File: config.mk
export PLATFORM = sky130hd
export DESIGN_NAME = us_interp
export DESIGN_NICKNAME = d
export VERILOG_FILES = /design/src/rtl/us_interp.sv
export SDC_FILE = /design/constraint.sdc
export NUM_CORES = 1
export LEC_CHECK = 0
export BUFFER_PORTS_ARGS = -buffer_cell sky130_fd_sc_hd__buf_2
export CAP_MARGIN = 20
export CORE_AREA = 5 5 42 44
export CTS_BUF_LIST = sky130_fd_sc_hd__clkbuf_4
export DETAILED_ROUTE_END_ITERATION = 8
export DIE_AREA = 0 0 47 49
export GPL_ROUTABILITY_DRIVEN = 0
export SYNTH_ARGS = -nofsm -noshare
export SYNTH_HDL_FRONTEND = slang
export SYNTH_SLANG_ARGS = --single-unit
File: constraint.sdc
create_clock -name clk -period 2.7 [get_ports clk]
set_input_delay 0.135 -clock clk [delete_from_list [all_inputs] [get_ports clk]]
set_output_delay 0.135 -clock clk [all_outputs]
set_load 0.01 [all_outputs]
File: src/rtl/us_interp.sv
// ============================================================================
// Module      : us_interp
// Description : Parametrised baseband upsampler. Takes W-bit symbols over a
//               valid/ready handshake into a one-entry holding buffer and
//               emits one output word per enabled clock. Each symbol is
//               followed by L-1 fill words. The fill is either zeros
//               (zero-insertion, i_mode=0) or the repeated symbol
//               (sample-and-hold, i_mode=1).
// Revision    : 1.0 - initial release
// ----------------------------------------------------------------------------
// Parameters  : W      symbol / output width in bits (>= 1)
//               L      upsampling factor (>= 2, any integer)
// Ports       : clk         rising-edge clock
//               rst_n       asynchronous active-low reset
//               i_en        run enable; low freezes o_dout and clears phase
//               i_mode      0 = zero-insertion, 1 = sample-and-hold
//               i_din       input symbol
//               i_din_vld   input symbol valid
//               o_din_rdy   holding buffer empty, symbol can be taken
//               o_dout      upsampled output word
//               o_dout_vld  o_dout is a live word this cycle
//               o_dout_stb  o_dout carries a new symbol (phase 0)
//               o_underrun  one-cycle pulse: phase 0 reached, buffer empty
// Options     : US_SYNC_EN  when defined, i_en and i_mode each pass through
//                           a two-flop synchronizer (reset to 0) before use
// ============================================================================
`default_nettype none

module us_interp #(
  parameter int W = 2,
  parameter int L = 4
) (
  input  logic         clk,
  input  logic         rst_n,
  input  logic         i_en,
  input  logic         i_mode,
  input  logic [W-1:0] i_din,
  input  logic         i_din_vld,
  output logic         o_din_rdy,
  output logic [W-1:0] o_dout,
  output logic         o_dout_vld,
  output logic         o_dout_stb,
  output logic         o_underrun
);

  // Phase counter width is derived from L and is not meant to be overridden.
  localparam int CNT_W = (L > 1) ? $clog2(L) : 1;
  localparam logic [CNT_W-1:0] c_CNT_LAST = CNT_W'(L - 1);

  // --------------------------------------------------------------------------
  // Control inputs: direct or synchronized
  // --------------------------------------------------------------------------
  logic w_en;
  logic w_mode;

`ifdef US_SYNC_EN
  logic r_en_s1;
  logic r_en_s2;
  logic r_mode_s1;
  logic r_mode_s2;

  always_ff @(posedge clk or negedge rst_n) begin
    if (!rst_n) begin
      r_en_s1   <= 1'b0;
      r_en_s2   <= 1'b0;
      r_mode_s1 <= 1'b0;
      r_mode_s2 <= 1'b0;
    end else begin
      r_en_s1   <= i_en;
      r_en_s2   <= r_en_s1;
      r_mode_s1 <= i_mode;
      r_mode_s2 <= r_mode_s1;
    end
  end

  assign w_en   = r_en_s2;
  assign w_mode = r_mode_s2;
`else
  assign w_en   = i_en;
  assign w_mode = i_mode;
`endif

  // --------------------------------------------------------------------------
  // State
  // --------------------------------------------------------------------------
  logic [CNT_W-1:0] r_cnt;
  logic [W-1:0]     r_hold;
  logic             r_buf_full;
  logic [W-1:0]     r_last;
  logic [W-1:0]     r_dout;
  logic             r_dout_vld;
  logic             r_dout_stb;
  logic             r_underrun;

  logic w_accept;
  logic w_phase0;
  logic w_consume;

  // Ready comes straight from the buffer flag, so there is no combinational
  // path from i_din_vld to o_din_rdy. Because ready is low whenever the
  // buffer is full, accept and consume can never happen on the same edge.
  assign w_accept  = i_din_vld & ~r_buf_full;
  assign w_phase0  = (r_cnt == '0);
  assign w_consume = w_en & w_phase0 & r_buf_full;

  // Phase counter: wraps at L-1 while enabled, parks at 0 while disabled so
  // the first enabled cycle always lands on phase 0.
  always_ff @(posedge clk or negedge rst_n) begin
    if (!rst_n) begin
      r_cnt <= '0;
    end else if (!w_en) begin
      r_cnt <= '0;
    end else if (r_cnt == c_CNT_LAST) begin
      r_cnt <= '0;
    end else begin
      r_cnt <= r_cnt + 1'b1;
    end
  end

  // One-entry holding buffer. Acceptance does not depend on enable.
  always_ff @(posedge clk or negedge rst_n) begin
    if (!rst_n) begin
      r_hold     <= '0;
      r_buf_full <= 1'b0;
    end else begin
      if (w_accept) begin
        r_hold     <= i_din;
        r_buf_full <= 1'b1;
      end else if (w_consume) begin
        r_buf_full <= 1'b0;
      end
    end
  end

  // Output path. At phase 0 a buffered symbol is emitted and remembered in
  // r_last for sample-and-hold fill; an empty buffer emits zero, clears
  // r_last (so hold-mode fill is also zero) and flags an underrun.
  // While disabled o_dout keeps its last value.
  always_ff @(posedge clk or negedge rst_n) begin
    if (!rst_n) begin
      r_dout     <= '0;
      r_last     <= '0;
      r_dout_vld <= 1'b0;
      r_dout_stb <= 1'b0;
      r_underrun <= 1'b0;
    end else begin
      r_dout_vld <= w_en;
      if (w_en) begin
        if (w_phase0) begin
          if (r_buf_full) begin
            r_dout     <= r_hold;
            r_last     <= r_hold;
            r_dout_stb <= 1'b1;
            r_underrun <= 1'b0;
          end else begin
            r_dout     <= '0;
            r_last     <= '0;
            r_dout_stb <= 1'b0;
            r_underrun <= 1'b1;
          end
        end else begin
          r_dout     <= w_mode ? r_last : '0;
          r_dout_stb <= 1'b0;
          r_underrun <= 1'b0;
        end
      end else begin
        r_dout_stb <= 1'b0;
        r_underrun <= 1'b0;
      end
    end
  end

  assign o_din_rdy  = ~r_buf_full;
  assign o_dout     = r_dout;
  assign o_dout_vld = r_dout_vld;
  assign o_dout_stb = r_dout_stb;
  assign o_underrun = r_underrun;

endmodule

`default_nettype wire
==> results.toml, run 1 <==
[outcome]
status = "finished, final reports clean"

[clock_network]
cts_root_buf = "clkbuf_4"
cts_made_buffers = 3
post_cts_resize_count = 0
clk_latency_ns = 0.26
cts.reportedPaths.clkPinSlew_ns = 0.07
htreeDepth = 1
hold_buffers = 1
cts_buffer_depth = 2
clkSinkCount = 12
post_cts_buffers = 0
cts_tree = "yes"

[worst_setup_path]
endpoint_kind = "flip-flop"
reg2reg_slack_ns = 1.41
crit_type = "flip-flop to flip-flop"
critPathRequiredTime_ns = 2.85
worst-path-max-fanout = 6
cp-start-kind = "flip-flop"
cp.arrival_ns = 1.44

[sta]
fin_ws_ns = 1.41
whs_ns = 0.0427
max_freq_mhz = 778
hold_viol_final = 0
fin_setup_tns_ns = 0
fin_crit_sh_pct = 47.6
slew_viol_final = 0
worst_pin_slew_ns = 0.268
rsz0062_at_grt = "no"
maxSlewHeadroom_pct = 82.1
period_minus_slack_ns = 1.29
finClkSkew_ns = 0.00196
setup_viol = 0

[floorplanning]
dieArea_sq_um = 2300
initial_utilization_pct = 32.6
core_area_sq_um = 1400
die_width_um = 47
ios = 13
rows = 14
die_height_um = 49

[cells_and_area]
antenna_cells = 0
final_cell_mix = "buf_2, dfrtp_1, inv_1, nor2_1, clkbuf_4"
fin_nets = 59
area_growth_pct = 22.2
final_layout_size_suffix_gt1_share_pct = 34.7

[logic_synthesis]
synth_largest_area_cell = "dfrtp_1"
ys_ff_latch = 12
avgSynthCellArea_sq_um = 13.4
netlist_instances = 34
yosysWarnings = 0
synth_area_sq_um = 457
synth_cell_type_count = 13
synth.area.top_cells = "dfrtp_1, mux2_2, a221o_1"
syn_nets = 42
seq_area_frac_synth_pct = 65.8
synth_top_area_share_pct = 65.8

[drt]
vias = 307
drt_wl_total_um = 760
drt_iter0_markers = 1
routed_via_density = 4.72
ant_nets = 0
drc = 0
first_pass_iters = 2
post_drt_wl_per_cell_um = 11.7

[flow_run]
cap_viol_max_count = 0

[power_and_ir_drop]
power.leakage_uw = 0.000298
p_per_area_nw_per_um2 = 759
ir_drop_mv = 0.312

[grt]
grt_overflow_total = 0
grt_pass1_vias = 319
grt.total_usage_pct = 7.62
grt_pass1_wl_um = 1280
antenna_found_initial = 0
grt_max_degree = 13

[hold_path]
hp-class = "primary input to flip-flop"

[placement]
preCtsSetupSlack_ns = 1.42
io_buffer_count = 12
## Yosys cell counts, drive strengths merged
library cell and instances:
a221o 2, a22o 2, and2 1, and3 1, and4b 2, buf 1
dfrtp 12, ha 1, inv 4, mux2 2, nand2 1, nor2 4
nor2b 1
## cell type report
class / instances / area [sq um]
flip-flops and latches: 12 / 300
fillers: 154 / 843
inverters: 4 / 15.0
well taps: 16 / 20.0
multi-input cells: 17 / 130
repair buffers: 13 / 70.1
clock buffers: 3 / 22.5
## path summary, 6_finish.rpt
kind | start | endpoint | depth (start not counted)
worst max register to register | r_cnt[0]$_DFF_PN0_ | o_dout[0]$_DFFE_PN0P_ | 4
worst max-delay path | r_cnt[0]$_DFF_PN0_ | o_dout[0]$_DFFE_PN0P_ | 4
worst min-delay path | i_en | o_dout_vld$_DFF_PN0_ | 1
min in group asynchronous | rst_n | r_buf_full$_DFFE_PN0P_ | 2
worst min register to register | r_cnt[0]$_DFF_PN0_ | r_cnt[0]$_DFF_PN0_ | 1
max in group asynchronous | rst_n | r_cnt[1]$_DFF_PN0_ | 2
## metrics by stage
| step | cells | total power (uW) | area [sq um] | util, % |
|---|---|---|---|---|
| detailed placement | 61 | 324 | 526 | 37.5 |
| global placement | 61 | 323 | 526 | 37.5 |
| global route | 65 | 452 | 558 | 39.8 |
| finish | 65 | 424 | 558 | 39.8 |
| floorplan | 34 | 292 | 457 | - |
| CTS | 65 | 431 | 558 | 39.8 |
## worst max-delay path, stage by stage, from the launching register on
cell	delay, ns
dfrtp_1	0.34
inv_1	0.05
ha_1	0.21
and3_1	0.24
a221o_1	0.33
## report_power, final
part | internal [uW] | switching [uW] | total (uW)
clock network | 51.4 | 53.1 | 105
registers | 217 | 23.3 | 241
logic | 43.9 | 34.4 | 78.3
## registers in the layout (all words and copies together), names as in the netlist
name,count
o_underrun,1
r_buf_full,1
o_dout,2
o_dout_vld,1
r_cnt,2
r_last,2
o_dout_stb,1
r_hold,2
## per-layer routing
| metal | global-route usage (%) | wire, um | vias up |
|---|---|---|---|
| li1 | - | - | 149 |
| met3 | 2.58 | 66 | 0 |
| met2 | 10.6 | 355 | 9 |
| met4 | 4.15 | 0 | 0 |
| met1 | 10.0 | 337 | 149 |
| met5 | 0 | 0 | - |
## cell families (layout without fill, tap and decap cells)
| group | Yosys count | in the layout | synth area share [%] |
|---|---|---|---|
| buf+inv | 5 | 20 | 5.75 |
| fa+ha+maj | 1 | 1 | 2.74 |
| compound gates | 4 | 4 | 8.22 |
| mux | 2 | 2 | 4.93 |
| simple gates | 10 | 10 | 12.6 |
| flops | 12 | 12 | 65.8 |
No activity file was read; power rests on OpenSTA's default activity.
==> run 2: changes to the inputs <==
Settings changed: ABC_AREA set to 1.
Clock period 2.7 ns to 1.15 ns, I/O delays scaled along.
==> run 2 against run 1 <==
Compared with the run above:
- synthesized area rose by 5.8%
- sequential cell count did not move
- final cell count rose by 40%
- register-to-register slack got worse by 1.3 ns
- clock skew fell by 0.0015 ns
- worst hold slack improved by 0.038 ns
- power rose to 2.6 times the previous value
- non-clock buffer count rose by 3
- highest routed layer is now met4
==> results.toml, run 2 <==
[drt]
routed.top_layer = "met4"
drt_iter0_markers = 7
ant_nets = 0
route.met3.wl_um = 71
routed_via_density = 4.32
met1_length_um = 389
drt_wl_total_um = 867
first_pass_iters = 4
post_drt_wl_per_cell_um = 9.53
vias = 393
met2WireLength_um = 370
drc = 0

[clock_network]
cts_buffer_depth = 2
post_cts_buffers = 0
htreeDepth = 1
cts_tree = "yes"
clk_latency_ns = 0.27
post_cts_resize_count = 0
cts_root_buf = "clkbuf_4"
cts.reportedPaths.clkPinSlew_ns = 0.07
cts_made_buffers = 3
clkSinkCount = 12

[logic_synthesis]
netlist_instances = 56
yosysWarnings = 0
synth.area.top_cells = "dfrtp_1, nand2_1, inv_1"
syn_nets = 64
avgSynthCellArea_sq_um = 8.62
synth_area_sq_um = 483
ys_async_sr_fraction_pct = 100
synth_edf_count = 0
synth.most_common_cell = "nand2_1"
synth_commonest_cells = "nand2_1, dfrtp_1, inv_1"
ys_ff_latch = 12
seq_area_frac_synth_pct = 62.2
synth_largest_area_cell = "dfrtp_1"
synthFlopType = "dfrtp_1"
synth_top_area_share_pct = 62.2
synth_cell_type_count = 10

[floorplanning]
core_area_sq_um = 1400
die_width_um = 47
initial_utilization_pct = 34.5
ios = 13
rows = 14
die_height_um = 49
dieArea_sq_um = 2300

[placement]
dp_hpwl_um = 633
preCtsSetupSlack_ns = 0.111
io_buffer_count = 12

[cells_and_area]
final_common_cell = "nand2_1"
final_cell_mix = "nand2_1, buf_2, dfrtp_1"
fin_nets = 85
fill_cells = 149
final_layout_size_suffix_gt1_share_pct = 26.7
area_growth_pct = 29.5
post-route-util_pct = 44.6
antenna_cells = 0

[power_and_ir_drop]
p_seq_share_pct = 53.0
pwr-share-comb_pct = 24.2
power.leakage_uw = 0.000391
p_per_area_nw_per_um2 = 1780
swShare_pct = 31.3
switching_power_uw = 348
ir_drop_mv = 0.767
clkPwrFrac_pct = 22.8
power.internal_uw = 764

[hold_path]
hp-class = "primary input to flip-flop"
hold_start = "i_mode"
hold_depth = 5
min_to = "o_dout[0]$_DFFE_PN0P_"

[flow_run]
cap_viol_max_count = 0

[sta]
slew_viol_final = 0
period_minus_slack_ns = 1.04
fin_crit_sh_pct = 90.8
maxSlewHeadroom_pct = 83.0
hold_viol_final = 0
max_freq_mhz = 958
setup_viol = 0
fin_ws_ns = 0.106
fin_setup_tns_ns = 0
finClkSkew_ns = 0.000506
whs_ns = 0.0805
rsz0062_at_grt = "no"
worst_pin_slew_ns = 0.255

[worst_setup_path]
r2r_cells = 6
r2r_end = "o_dout[1]$_DFFE_PN0P_"
reg2reg_slack_ns = 0.11
crit_type = "flip-flop to flip-flop"
critPathRequiredTime_ns = 1.31
cp.arrival_ns = 1.20
r2r_start = "r_cnt[0]$_DFF_PN0_"
cp-start-kind = "flip-flop"
endpoint_kind = "flip-flop"
worst-path-max-fanout = 6

[grt]
grt_max_degree = 13
grt.total_usage_pct = 9.35
grt_overflow_total = 0
grt_pass1_vias = 363
antenna_found_initial = 0
grt_pass1_wl_um = 1490

[outcome]
status = "finished, final reports clean"
==> run 2: cell types whose count changed after synthesis, sizes merged <==
cell | previous run | this run
a21oi | 0 | 1
a221o | 2 | 0
a22o | 2 | 0
and2 | 1 | 0
and3 | 1 | 0
and4b | 2 | 0
buf | 1 | 0
inv | 4 | 13
mux2 | 2 | 0
nand2 | 1 | 22
nand3 | 0 | 2
nor2 | 4 | 5
nor2b | 1 | 0
==> run 2: layout make-up <==
type | instances | area, sq um | area share (%)
Clock buffer | 3 | 22.5 | 3.60
Inverter | 13 | 48.8 | 7.80
Multi-Input combinational cell | 31 | 134 | 21.4
Sequential cell | 12 | 300 | 48.0
Tap cell | 16 | 20.0 | 3.20
Timing Repair Buffer | 16 | 100 | 16.0
==> run 2: power groups by stage <==
stage / sequential (uW) / combinational, uW / clock, uW
2_1_floorplan: 604 / 155 / 0
3_3_place_gp: 595 / 262 / 0
3_5_place_dp: 599 / 263 / 0
4_1_cts: 590 / 276 / 265
5_1_grt: 604 / 310 / 287
6_report: 590 / 269 / 254
==> run 2: how the worst max path moves through the flow <==
stage / depth (start not counted) / to / slack (ns) / start
final: 6 / o_dout[1]$_DFFE_PN0P_ / 0.11 / r_cnt[0]$_DFF_PN0_
after global routing: 6 / o_dout[0]$_DFFE_PN0P_ / 0.00002 / r_cnt[0]$_DFF_PN0_
after global placement: 6 / o_dout[1]$_DFFE_PN0P_ / 0.13 / r_cnt[0]$_DFF_PN0_
after CTS: 6 / o_dout[1]$_DFFE_PN0P_ / 0.10 / r_cnt[0]$_DFF_PN0_
after floorplan: 6 / o_dout[0]$_DFFE_PN0P_ / 0.19 / r_cnt[0]$_DFF_PN0_
after detailed placement: 6 / o_dout[1]$_DFFE_PN0P_ / 0.11 / r_cnt[0]$_DFF_PN0_
==> run 2: through the flow <==
step | instance area (sq um) | power [uW] | instances
final | 626 | 1110 | 91
after global routing | 626 | 1200 | 91
after CTS | 626 | 1130 | 91
after detailed placement | 563 | 862 | 84
after global placement | 563 | 857 | 84
after floorplan | 483 | 758 | 56
==> run 2: repair_timing <==
action,in CTS,in global routing
endpoints found under the hold margin,15,0
endpoints found under the setup margin,0,2
hold buffers,4,0
==> run 2: kinds of logic (layout without fill, tap and decap cells) <==
kind of cell / Yosys count / in the layout / synth area share [%]
AOI/OAI and AO/OA: 1 / 1 / 1.04
adders and majority gates: 1 / 1 / 2.59
buffers and inverters: 13 / 32 / 10.1
DFF: 12 / 12 / 62.2
and+or+nand+nor: 29 / 29 / 24.1
==> run 2: critical path: stages (launching register included) <==
cell	delay (ns)
dfrtp_1	0.35
inv_1	0.04
ha_1	0.21
nand2_2	0.12
inv_2	0.05
nand2_1	0.07
nand3_1	0.08
==> run 2: metal layers <==
layer | up-vias | GRT usage, %
met2 | 14 | 11.5
met1 | 175 | 12.2
met4 | 0 | 6.91
met5 | - | 0
li1 | 199 | -
met3 | 5 | 4.43
